File: src/rtl/riscv_instr_pkg.sv
// Shared RV32 instruction encodings plus the M-extension sequencer's state
// type, iteration count and op-classification helpers.
package riscv_instr_pkg;

  localparam int unsigned XLEN      = 32;
  localparam int unsigned DIV_ITERS = 32;
  localparam int unsigned CNT_W     = $clog2(DIV_ITERS);

  typedef enum logic [6:0] {
    INSTR_ILLEGAL = 7'd0,
    INSTR_ADD     = 7'd1,
    INSTR_SUB     = 7'd2,
    INSTR_MUL     = 7'd48,
    INSTR_MULH    = 7'd49,
    INSTR_MULHSU  = 7'd50,
    INSTR_MULHU   = 7'd51,
    INSTR_DIV     = 7'd52,
    INSTR_DIVU    = 7'd53,
    INSTR_REM     = 7'd54,
    INSTR_REMU    = 7'd55
  } riscv_instr_e;

  typedef enum logic [2:0] {
    IDLE,
    MUL,
    DIV,
    FIX,
    DONE
  } muldiv_state_e;

  function automatic logic is_muldiv_op(riscv_instr_e op);
    return op inside {INSTR_MUL, INSTR_MULH, INSTR_MULHSU, INSTR_MULHU,
                      INSTR_DIV, INSTR_DIVU, INSTR_REM, INSTR_REMU};
  endfunction

  function automatic logic is_mul_op(riscv_instr_e op);
    return op inside {INSTR_MUL, INSTR_MULH, INSTR_MULHSU, INSTR_MULHU};
  endfunction

  function automatic logic is_signed_div(riscv_instr_e op);
    return op inside {INSTR_DIV, INSTR_REM};
  endfunction

  function automatic logic is_rem_op(riscv_instr_e op);
    return op inside {INSTR_REM, INSTR_REMU};
  endfunction

endpackage

File: src/rtl/muldiv_div_core.sv
// Unsigned restoring divider datapath: one quotient bit per step pulse,
// operand magnitudes captured on load.
module muldiv_div_core
  import riscv_instr_pkg::*;
(
  input  logic            clk,
  input  logic            rst_n,
  input  logic            load,
  input  logic            step,
  input  logic [XLEN-1:0] dividend,
  input  logic [XLEN-1:0] divisor,
  output logic [XLEN-1:0] quotient,
  output logic [XLEN-1:0] remainder
);

  logic [XLEN-1:0] quo_q;
  logic [XLEN-1:0] rem_q;
  logic [XLEN-1:0] div_q;
  logic [XLEN:0]   shifted;
  logic [XLEN:0]   diff;

  // Shift the next dividend bit into the partial remainder and trial-subtract.
  always_comb begin
    shifted = {rem_q, quo_q[XLEN-1]};
    diff    = shifted - {1'b0, div_q};
  end

  always_ff @(posedge clk or negedge rst_n) begin
    if (!rst_n) begin
      quo_q <= '0;
      rem_q <= '0;
      div_q <= '0;
    end else if (load) begin
      quo_q <= dividend;
      rem_q <= '0;
      div_q <= divisor;
    end else if (step) begin
      if (!diff[XLEN]) begin
        rem_q <= diff[XLEN-1:0];
        quo_q <= {quo_q[XLEN-2:0], 1'b1};
      end else begin
        rem_q <= shifted[XLEN-1:0];
        quo_q <= {quo_q[XLEN-2:0], 1'b0};
      end
    end
  end

  assign quotient  = quo_q;
  assign remainder = rem_q;

endmodule

File: src/rtl/muldiv_sequencer.sv
// RV32M execution controller: single-cycle multiply, 32-step restoring divide,
// sign fix-up and a held result with valid/ready handshake.
module muldiv_sequencer
  import riscv_instr_pkg::*;
#(
  parameter int unsigned TAG_W = 5
) (
  input  logic             clk,
  input  logic             rst_n,
  input  logic             flush,
  input  logic             in_valid,
  output logic             in_ready,
  input  logic [6:0]       in_op,
  input  logic [31:0]      in_a,
  input  logic [31:0]      in_b,
  input  logic [TAG_W-1:0] in_tag,
  output logic             out_valid,
  input  logic             out_ready,
  output logic [31:0]      out_result,
  output logic [TAG_W-1:0] out_tag,
  output logic             busy
);

  muldiv_state_e   state;
  riscv_instr_e    in_op_e;
  riscv_instr_e    op_q;
  logic [31:0]     a_q;
  logic [31:0]     b_q;
  logic [TAG_W-1:0] tag_q;
  logic [CNT_W-1:0] cnt;

  logic        accept;
  logic        acc_signed;
  logic        div_zero;
  logic        div_ovf;
  logic [31:0] mag_a;
  logic [31:0] mag_b;
  logic [31:0] special_res;
  logic        div_load;

  logic        a_ext;
  logic        b_ext;
  logic [63:0] prod;
  logic [31:0] mul_res;

  logic [31:0] quo;
  logic [31:0] rem;
  logic        q_neg;
  logic        r_neg;
  logic [31:0] fix_res;

  assign in_op_e  = riscv_instr_e'(in_op);
  assign in_ready = (state == IDLE) && !flush;
  assign busy     = (state != IDLE);
  assign accept   = in_valid && in_ready;

  // Classify the offered divide and precompute magnitudes / early results.
  always_comb begin
    acc_signed  = is_signed_div(in_op_e);
    div_zero    = (in_b == 32'h0);
    div_ovf     = acc_signed && (in_a == 32'h8000_0000) && (in_b == 32'hFFFF_FFFF);
    mag_a       = (acc_signed && in_a[31]) ? 32'(-in_a) : in_a;
    mag_b       = (acc_signed && in_b[31]) ? 32'(-in_b) : in_b;
    special_res = 32'h0;
    if (div_zero) begin
      special_res = is_rem_op(in_op_e) ? in_a : 32'hFFFF_FFFF;
    end else if (div_ovf) begin
      special_res = is_rem_op(in_op_e) ? 32'h0 : 32'h8000_0000;
    end
    div_load = accept && is_muldiv_op(in_op_e) && !is_mul_op(in_op_e)
               && !div_zero && !div_ovf;
  end

  // Low 64 bits of the product of 64-bit sign/zero-extended operands.
  always_comb begin
    a_ext   = (op_q inside {INSTR_MUL, INSTR_MULH, INSTR_MULHSU}) && a_q[31];
    b_ext   = (op_q inside {INSTR_MUL, INSTR_MULH}) && b_q[31];
    prod    = {{32{a_ext}}, a_q} * {{32{b_ext}}, b_q};
    mul_res = (op_q == INSTR_MUL) ? prod[31:0] : prod[63:32];
  end

  muldiv_div_core u_div_core (
    .clk       (clk),
    .rst_n     (rst_n),
    .load      (div_load),
    .step      (state == DIV),
    .dividend  (mag_a),
    .divisor   (mag_b),
    .quotient  (quo),
    .remainder (rem)
  );

  // Quotient negative when operand signs differ; remainder follows the dividend.
  always_comb begin
    q_neg   = is_signed_div(op_q) && (a_q[31] ^ b_q[31]);
    r_neg   = is_signed_div(op_q) && a_q[31];
    fix_res = is_rem_op(op_q) ? (r_neg ? 32'(-rem) : rem)
                              : (q_neg ? 32'(-quo) : quo);
  end

  always_ff @(posedge clk or negedge rst_n) begin
    if (!rst_n) begin
      state      <= IDLE;
      op_q       <= INSTR_ILLEGAL;
      a_q        <= '0;
      b_q        <= '0;
      tag_q      <= '0;
      cnt        <= '0;
      out_valid  <= 1'b0;
      out_result <= '0;
      out_tag    <= '0;
    end else if (flush) begin
      state     <= IDLE;
      cnt       <= '0;
      out_valid <= 1'b0;
    end else begin
      case (state)
        IDLE: begin
          if (accept) begin
            op_q  <= in_op_e;
            a_q   <= in_a;
            b_q   <= in_b;
            tag_q <= in_tag;
            cnt   <= '0;
            if (!is_muldiv_op(in_op_e)) begin
              state      <= DONE;
              out_valid  <= 1'b1;
              out_result <= '0;
              out_tag    <= in_tag;
            end else if (is_mul_op(in_op_e)) begin
              state <= MUL;
            end else if (div_zero || div_ovf) begin
              state      <= DONE;
              out_valid  <= 1'b1;
              out_result <= special_res;
              out_tag    <= in_tag;
            end else begin
              state <= DIV;
            end
          end
        end
        MUL: begin
          state      <= DONE;
          out_valid  <= 1'b1;
          out_result <= mul_res;
          out_tag    <= tag_q;
        end
        DIV: begin
          cnt <= cnt + CNT_W'(1);
          if (cnt == CNT_W'(DIV_ITERS - 1)) begin
            state <= FIX;
          end
        end
        FIX: begin
          state      <= DONE;
          out_valid  <= 1'b1;
          out_result <= fix_res;
          out_tag    <= tag_q;
        end
        DONE: begin
          if (out_ready) begin
            state     <= IDLE;
            out_valid <= 1'b0;
          end
        end
        default: begin
          state     <= IDLE;
          out_valid <= 1'b0;
        end
      endcase
    end
  end

endmodule

File: config.mk
export PLATFORM = sky130hd
export DESIGN_NAME = muldiv_sequencer
export DESIGN_NICKNAME = d
export VERILOG_FILES = /design/src/rtl/riscv_instr_pkg.sv /design/src/rtl/muldiv_div_core.sv /design/src/rtl/muldiv_sequencer.sv
export SDC_FILE = /design/constraint.sdc
export NUM_CORES = 2
export LEC_CHECK = 0
export ABC_AREA = 1
export BUFFER_PORTS_ARGS = -buffer_cell sky130_fd_sc_hd__buf_2
export CAP_MARGIN = 20
export CORE_AREA = 2 2 531 269
export CTS_BUF_LIST = sky130_fd_sc_hd__clkbuf_16
export DETAILED_ROUTE_END_ITERATION = 12
export DIE_AREA = 0 0 533 271
export PLACE_DENSITY = 0.57
export SLEW_MARGIN = 20
export SYNTH_ARGS = -nofsm -noshare
export SYNTH_HDL_FRONTEND = slang
export SYNTH_SLANG_ARGS = --single-unit
File: constraint.sdc
create_clock -name clk -period 12.42 [get_ports clk]
set_clock_uncertainty 0.05 [all_clocks]
set_input_delay 1.863 -clock clk [delete_from_list [all_inputs] [get_ports clk]]
set_output_delay 1.863 -clock clk [all_outputs]
set_load 0.005 [all_outputs]
# Word level (Yosys, flattened, before mapping)

Cells that the tools add are included.

Latch bits: 0
Bits in registers: 218
Bits in writable memories: 0
Memories: 0
Output and inout port bits: 40
Memory bits (read-only): 0

Bitwise logic cells: 2
Add/subtract/negate cells: 6
Divide/modulo/power cells: 0
Eq/ne operators: 30
Multiplexer cells: 44
Shifts and indexed selects: 0
Reduce and logical (&&, ||, !) cells: 41
$lt $le $gt $ge: 0
Multipliers: 1

Operators by type and width:

| operator                                      | number |
|---|---|
| two-way mux 32 bit                            | 19 |
| negator 32 bit                                | 4 |
| == test 7 x 6 -> 1 bit, second input constant | 14 |
| case mux 32 bit (3 select lines)              | 1 |
| == test 32 bit, second input constant         | 2 |
| multiplier 33 x 33 -> 64 bit                  | 1 |
| subtractor 33 x 32 -> 33 bit                  | 1 |
| zero test 32 bit                              | 1 |
| two-way mux 5 bit                             | 6 |
| two-way mux 3 bit                             | 7 |
| case mux 5 bit (2 select lines)               | 2 |
| AND reduction 5 bit                           | 3 |
| logical AND 1 bit                             | 14 |
| nonzero test 2 bit                            | 7 |
| != test 3 bit, second input constant          | 4 |
| case mux 3 bit (4 select lines)               | 1 |
| nonzero test 3 bit                            | 4 |
| nonzero test 8 bit                            | 1 |
| two-way mux 1 bit                             | 7 |
| == test 3 x 2 -> 1 bit, second input constant | 2 |
| AND reduction 3 bit                           | 2 |
| adder 5 x 1 -> 5 bit, second input constant   | 1 |
| == test 5 bit, second input constant          | 1 |
| zero test 1 bit                               | 4 |
| 14 further kinds                              | 15 |

# Logic depth before layout (Yosys ltp)

Word-level depth: 11
Gate-level depth with buffers: 38
Mapped depth without buffers: 38

# Modules after synthesis

From an unflattened synthesis, not the netlist that was laid out.

Cells, all modules: 7691
Area total of the unflattened synthesis: 56729.4 um2

Modules (own cells, without submodules):

| module           | cells each | instances | area each (um2) | seq. area each (um2) |
|---|---|---|---|---|
| muldiv_sequencer | 6657       | 1         | 49910.4         | 3052.9 |
| muldiv_div_core  | 1034       | 1         | 6819.0          | 2402.3 |

# Worst setup path before layout

Ideal clock, no wire load.

Path type: reg2reg
From: reg op_q[3]
To: reg out_result[22]
Path buffers: 1
Arrival: 7.775 ns
Path slack: 4.518 ns
Stages on the path, launching flop included: 32
Cell sequence: dfrtp_1 -> nor2_1 -> nand3_1 -> nor2_1 -> clkbuf_1 -> nand2_1 -> fa_1 -> fa_1 -> inv_1 -> fa_1 -> inv_1 -> fa_1 -> inv_1 -> fa_1 -> fa_1 -> fa_1 -> inv_1 -> fa_1 -> inv_1 -> ha_1 -> nand2_1 -> nor2_1 -> inv_1 -> nor2_1 -> inv_1 -> nor4_1 -> nand2_1 -> nand3_1 -> nand2_1 -> nand3_1 -> nand2_1 -> a21boi_1

Word-level cells in the longest chain between the ends: 6
Elaborated cells on any way between the ends: 20
Those cells by class: mul: 1; eq/ne: 6; mux: 5; reduce/logical: 8

RTL lines:

| what                                                 | line                                           | source |
|---|---|---|
| from (decl)                                          | muldiv_sequencer.sv:26                         | `riscv_instr_e op_q;` |
| from (signal assigned)                               | muldiv_sequencer.sv:120                        | `op_q <= in_op_e;` |
| == test 7 x 6 -> 1 bit, on equally long branches     | --                                             |  |
| nonzero test 3 bit (tied with other cells)           | muldiv_sequencer.sv:76                         | `a_ext = (op_q inside {INSTR_MUL, INSTR_MULH, INSTR_MULHSU}) && a_q[31];` |
| logical AND 1 bit, on equally long branches          | --                                             |  |
| multiplier 33 x 33 -> 64 bit (tied with other cells) | muldiv_sequencer.sv:78                         | `prod = {{32{a_ext}}, a_q} * {{32{b_ext}}, b_q};` |
| two-way mux 32 bit, on equally long branches         | muldiv_sequencer.sv:79, muldiv_sequencer.sv:97 |  |
| case mux 32 bit (3 select lines) (*)                 | muldiv_sequencer.sv:117                        | `case (state)` |
| to (signal assigned)                                 | muldiv_sequencer.sv:135                        | `out_result <= special_res;` |
| to (signal assigned)                                 | muldiv_sequencer.sv:145                        | `out_result <= mul_res;` |
| to (signal assigned)                                 | muldiv_sequencer.sv:157                        | `out_result <= fix_res;` |
| to (decl)                                            | muldiv_sequencer.sv:19                         | `output logic [31:0] out_result,` |

Mark *: on every way between the ends. The rest lies on a longest branch, timed or not.
A chain may end at the register's enable or synchronous reset.

# Worst setup path after layout

From: reg a_q[31]
To: reg out_result[30]

Word-level cells in the longest chain between the ends: 5
Elaborated cells on any way between the ends: 10
Those cells by class: mul: 1; mux: 5; bitwise: 1; reduce/logical: 3

RTL lines:

| what                                                                                 | line                    | source |
|---|---|---|
| from (decl)                                                                          | muldiv_sequencer.sv:27  | `logic [31:0] a_q;` |
| from (signal assigned)                                                               | muldiv_sequencer.sv:121 | `a_q <= in_a;` |
| parallel branches: the longest is 4 deep, another holds multiplier 33 x 33 -> 64 bit | --                      |  |
| case mux 32 bit (3 select lines) (*)                                                 | muldiv_sequencer.sv:117 |  |

Every way passes the cells marked *.

==> key figures <==
Worst setup path
  • Worst path bufs/invs: 11
  • CP required: 12,880 ps
  • Setup Crit Path Kind: flip-flop to flip-flop
  • CP startpoint kind: flip-flop
  • Crit path capture type: flip-flop
  • Slowest Stage Delay on Critical Path: 570 ps
  • CP max-delay cell: fa_1
  • Crit Path Max Fanout: 37
  • Arr. time, crit path: ~9900 ps
  • Cell family with most CP delay: adder cells
  • CP dominant cell by count: inv_1

Floorplan
  • Site Rows: just under 100
  • Placeable core region: 139,000 um2
  • Die Y-Extent: 271 um
  • Die area: between 100,000 and 150,000 um2
  • Ports: 121
  • Initial Util: 0.399
  • Chip width: 533 um

Place
  • Post-Place Cells: 9,205
  • Cell Area, Placed: 57,900 um2
  • Detailed placer's ending HPWL: between 150,000 and 200,000 um
  • RD Place Congestion: 1.00
  • Port bufs: 120

CTS
  • Post-CTS Resized: 0
  • CTS max path bufs: 3
  • Hold buffer count at cts: 0
  • Htree depth: 1
  • Number of setup buffers added after CTS: 0
  • Worst skew pair latency: 640 ps
  • CTS tree: built
  • Num CTS Buffers: 30
  • CTS Sinks: 218
  • CTS clock-pin slew for the worst setup and hold paths: 70 ps
  • Clock Tree Root: clkbuf_16

Global route
  • Number of global-route vias before repair: roughly 48,000
  • Global-route wire length before repair: 299,000 um
  • GRT Resource Usage Total: 0.273
  • Initial antenna violation count: 11
  • Remaining Overflow, GRT: 0
  • Largest net degree at the start of global routing: 97

Synthesis
  • Ys flop type: dfrtp_1
  • Count of unique library cells instantiated by Yosys: 49
  • Net Count, Synth: about 8,900
  • Post-synth ARST share: 1.00
  • Cells after synthesis: around 7,500
  • Part of the Yosys area used for sequential elements: 0.0982
  • Ys Warns: 0
  • Post-Syn Area: about 56,000 um2
  • #FFs+latches synth: 218
  • Syn Area/Cell: 7.45 um2
  • Number of synthesized flops with an enable pin: 0

Detailed routing
  • DRC viols: 0
  • Post-DR wirelength/cell: 20.9 um
  • Detailed Routing Iterations Pass 1: 6
  • Via count: between 40,000 and 50,000
  • 1st-iter DRT viols: between 4,000 and 5,000
  • Antenna-violating nets left: 0
  • Detailed Route WL: 193,000 um
  • Via/cell ratio: between 5 and 6

STA
  • Fin. Hold Viols: 0
  • Final worst-path cycle share: 0.758
  • RSZ-0062 raised after global routing: false
  • Fmax achieved: 106 MHz
  • Final-report setup violation count: 0
  • Period minus WS final: 9420 ps
  • Slew Viols, Final: 0
  • Setup TNS: 0 ps
  • Slew @ Worst Pin: 1080 ps
  • Max_slew headroom: 0.279

Layout
  • Ratio of cells with drive above 1 in the final layout: 0.0417
  • Final nets: 8,815
  • Post-Layout Cell Count: 9,265
  • Post-synthesis to final-layout area growth: 6.00%
  • Finished Cell Area: 58,900 um2

Outcome
  • Status: complete, no violations

Hold path
  • Path category of the worst min-delay check: flip-flop to flip-flop

Run
  • Max-cap viol count: 0
[metal layers]
layer  vias up  GRT usage  routed length, um
met3       214     0.0652              18600
met4         2     0.0649               4740
met1     23863      0.391              87300
met2      1673      0.414              82800
met5         -          0                  7
li1      21494          -                  -
[cells by family after synthesis]
kind of cell | share of synthesized area
XOR/XNOR | 0.0151
AND/OR/NAND/NOR | 0.208
flip-flops | 0.0982
AO/OA/AOI/OAI | 0.0629
adder cells (fa/ha/maj) | 0.462
buffers and inverters | 0.153
[registers in the layout, indices dropped and copies added (netlist names)]
name	flops
out_tag	5
u_div_core.div_q	32
u_div_core.quotient	32
a_q	32
b_q	32
state	3
out_result	32
cnt	5
u_div_core.remainder	32
out_valid	1
tag_q	5
op_q	7
[per-stage QoR]
step                      setup slack, ps   util  hold WS, ps
final                                3000  0.422          431
after global routing                 2350  0.422          452
after CTS                            3010  0.422          433
after detailed placement             3100  0.415          419
after global placement               3130  0.415          411
after floorplan                      4520      -          398
[layout make-up]
cell class	instances	area, um2
fill	14572	80500
clock inverter	25	221
clock buffer	30	751
multi-input combinational	4984	41600
timing repair buffer	217	1340
tap	1881	2350
inverter	1905	7150
sequential	218	5460
antenna	5	12.5
[synth_stat cells, types with 3 or more instances]
master / count / share of area
buf_4: 7 / 0.00095
clkbuf_1: 316 / 0.021
or2_2: 18 / 0.0020
nand2_1: 2026 / 0.14
a21o_1: 8 / 0.0011
fa_1: 1126 / 0.41
a31oi_1: 7 / 0.00079
a21boi_1: 20 / 0.0027
buf_2: 23 / 0.0021
o211ai_1: 26 / 0.0035
ha_1: 252 / 0.057
clkinv_1: 5 / 0.00034
o21a_1: 4 / 0.00054
nand2_2: 4 / 0.00045
nor3_1: 57 / 0.0051
nand4_1: 50 / 0.0056
o21bai_1: 18 / 0.0024
inv_1: 1896 / 0.13
xnor2_1: 26 / 0.0041
a21boi_0: 5 / 0.00068
and2_1: 3 / 0.00034
a21oi_1: 190 / 0.017
o221ai_1: 16 / 0.0025
nand3b_1: 12 / 0.0016
o21ai_1: 11 / 0.00099
nor2_1: 403 / 0.027
xor2_1: 70 / 0.011
a2bb2oi_1: 8 / 0.0013
o21ai_0: 310 / 0.028
dfrtp_1: 218 / 0.098
nor2_2: 4 / 0.00045
nand3_1: 279 / 0.025
nor4_1: 14 / 0.0016
inv_2: 4 / 0.00027
[layout by cell type, fill, tap and decap left out, types with 13 or more instances in the layout]
cell type,n
a21boi_1,20
a21oi_1,190
buf_2,119
buf_4,97
clkbuf_16,30
clkinv_1,13
dfrtp_1,217
fa_1,1125
ha_1,252
inv_1,1898
nand2_1,2026
nand3_1,277
nand4_1,50
nor2_1,400
nor3_1,56
nor4_1,14
o211ai_1,26
o21ai_0,310
o21bai_1,18
o221ai_1,16
or2_2,18
xnor2_1,26
xor2_1,70
[worst register-to-register path: cells and delay by family, from the launching register on]
family | cells | cell delay (ps)
adder cells (fa/ha/maj) | 9 | 4480
flip-flops | 1 | 330
AND/OR/NAND/NOR | 12 | 1780
AO/OA/AOI/OAI | 1 | 140
buffers and inverters | 11 | 2540
[final timing paths]
kind | from | endpoint | slack, ps | depth (start not counted)
min | out_valid | out_valid | 430 | 2
max reg2reg | a_q[31] | out_result[30] | 3000 | 33
max in group asynchronous | rst_n | tag_q[2] | 9530 | 2
max | a_q[31] | out_result[30] | 3000 | 33
min in group asynchronous | rst_n | u_div_core.quotient[26] | 1220 | 1
min reg2reg | out_valid | out_valid | 430 | 2
Power is not shown: default switching activity piles up to over one toggle a cycle in this logic, so the estimate is an artifact.
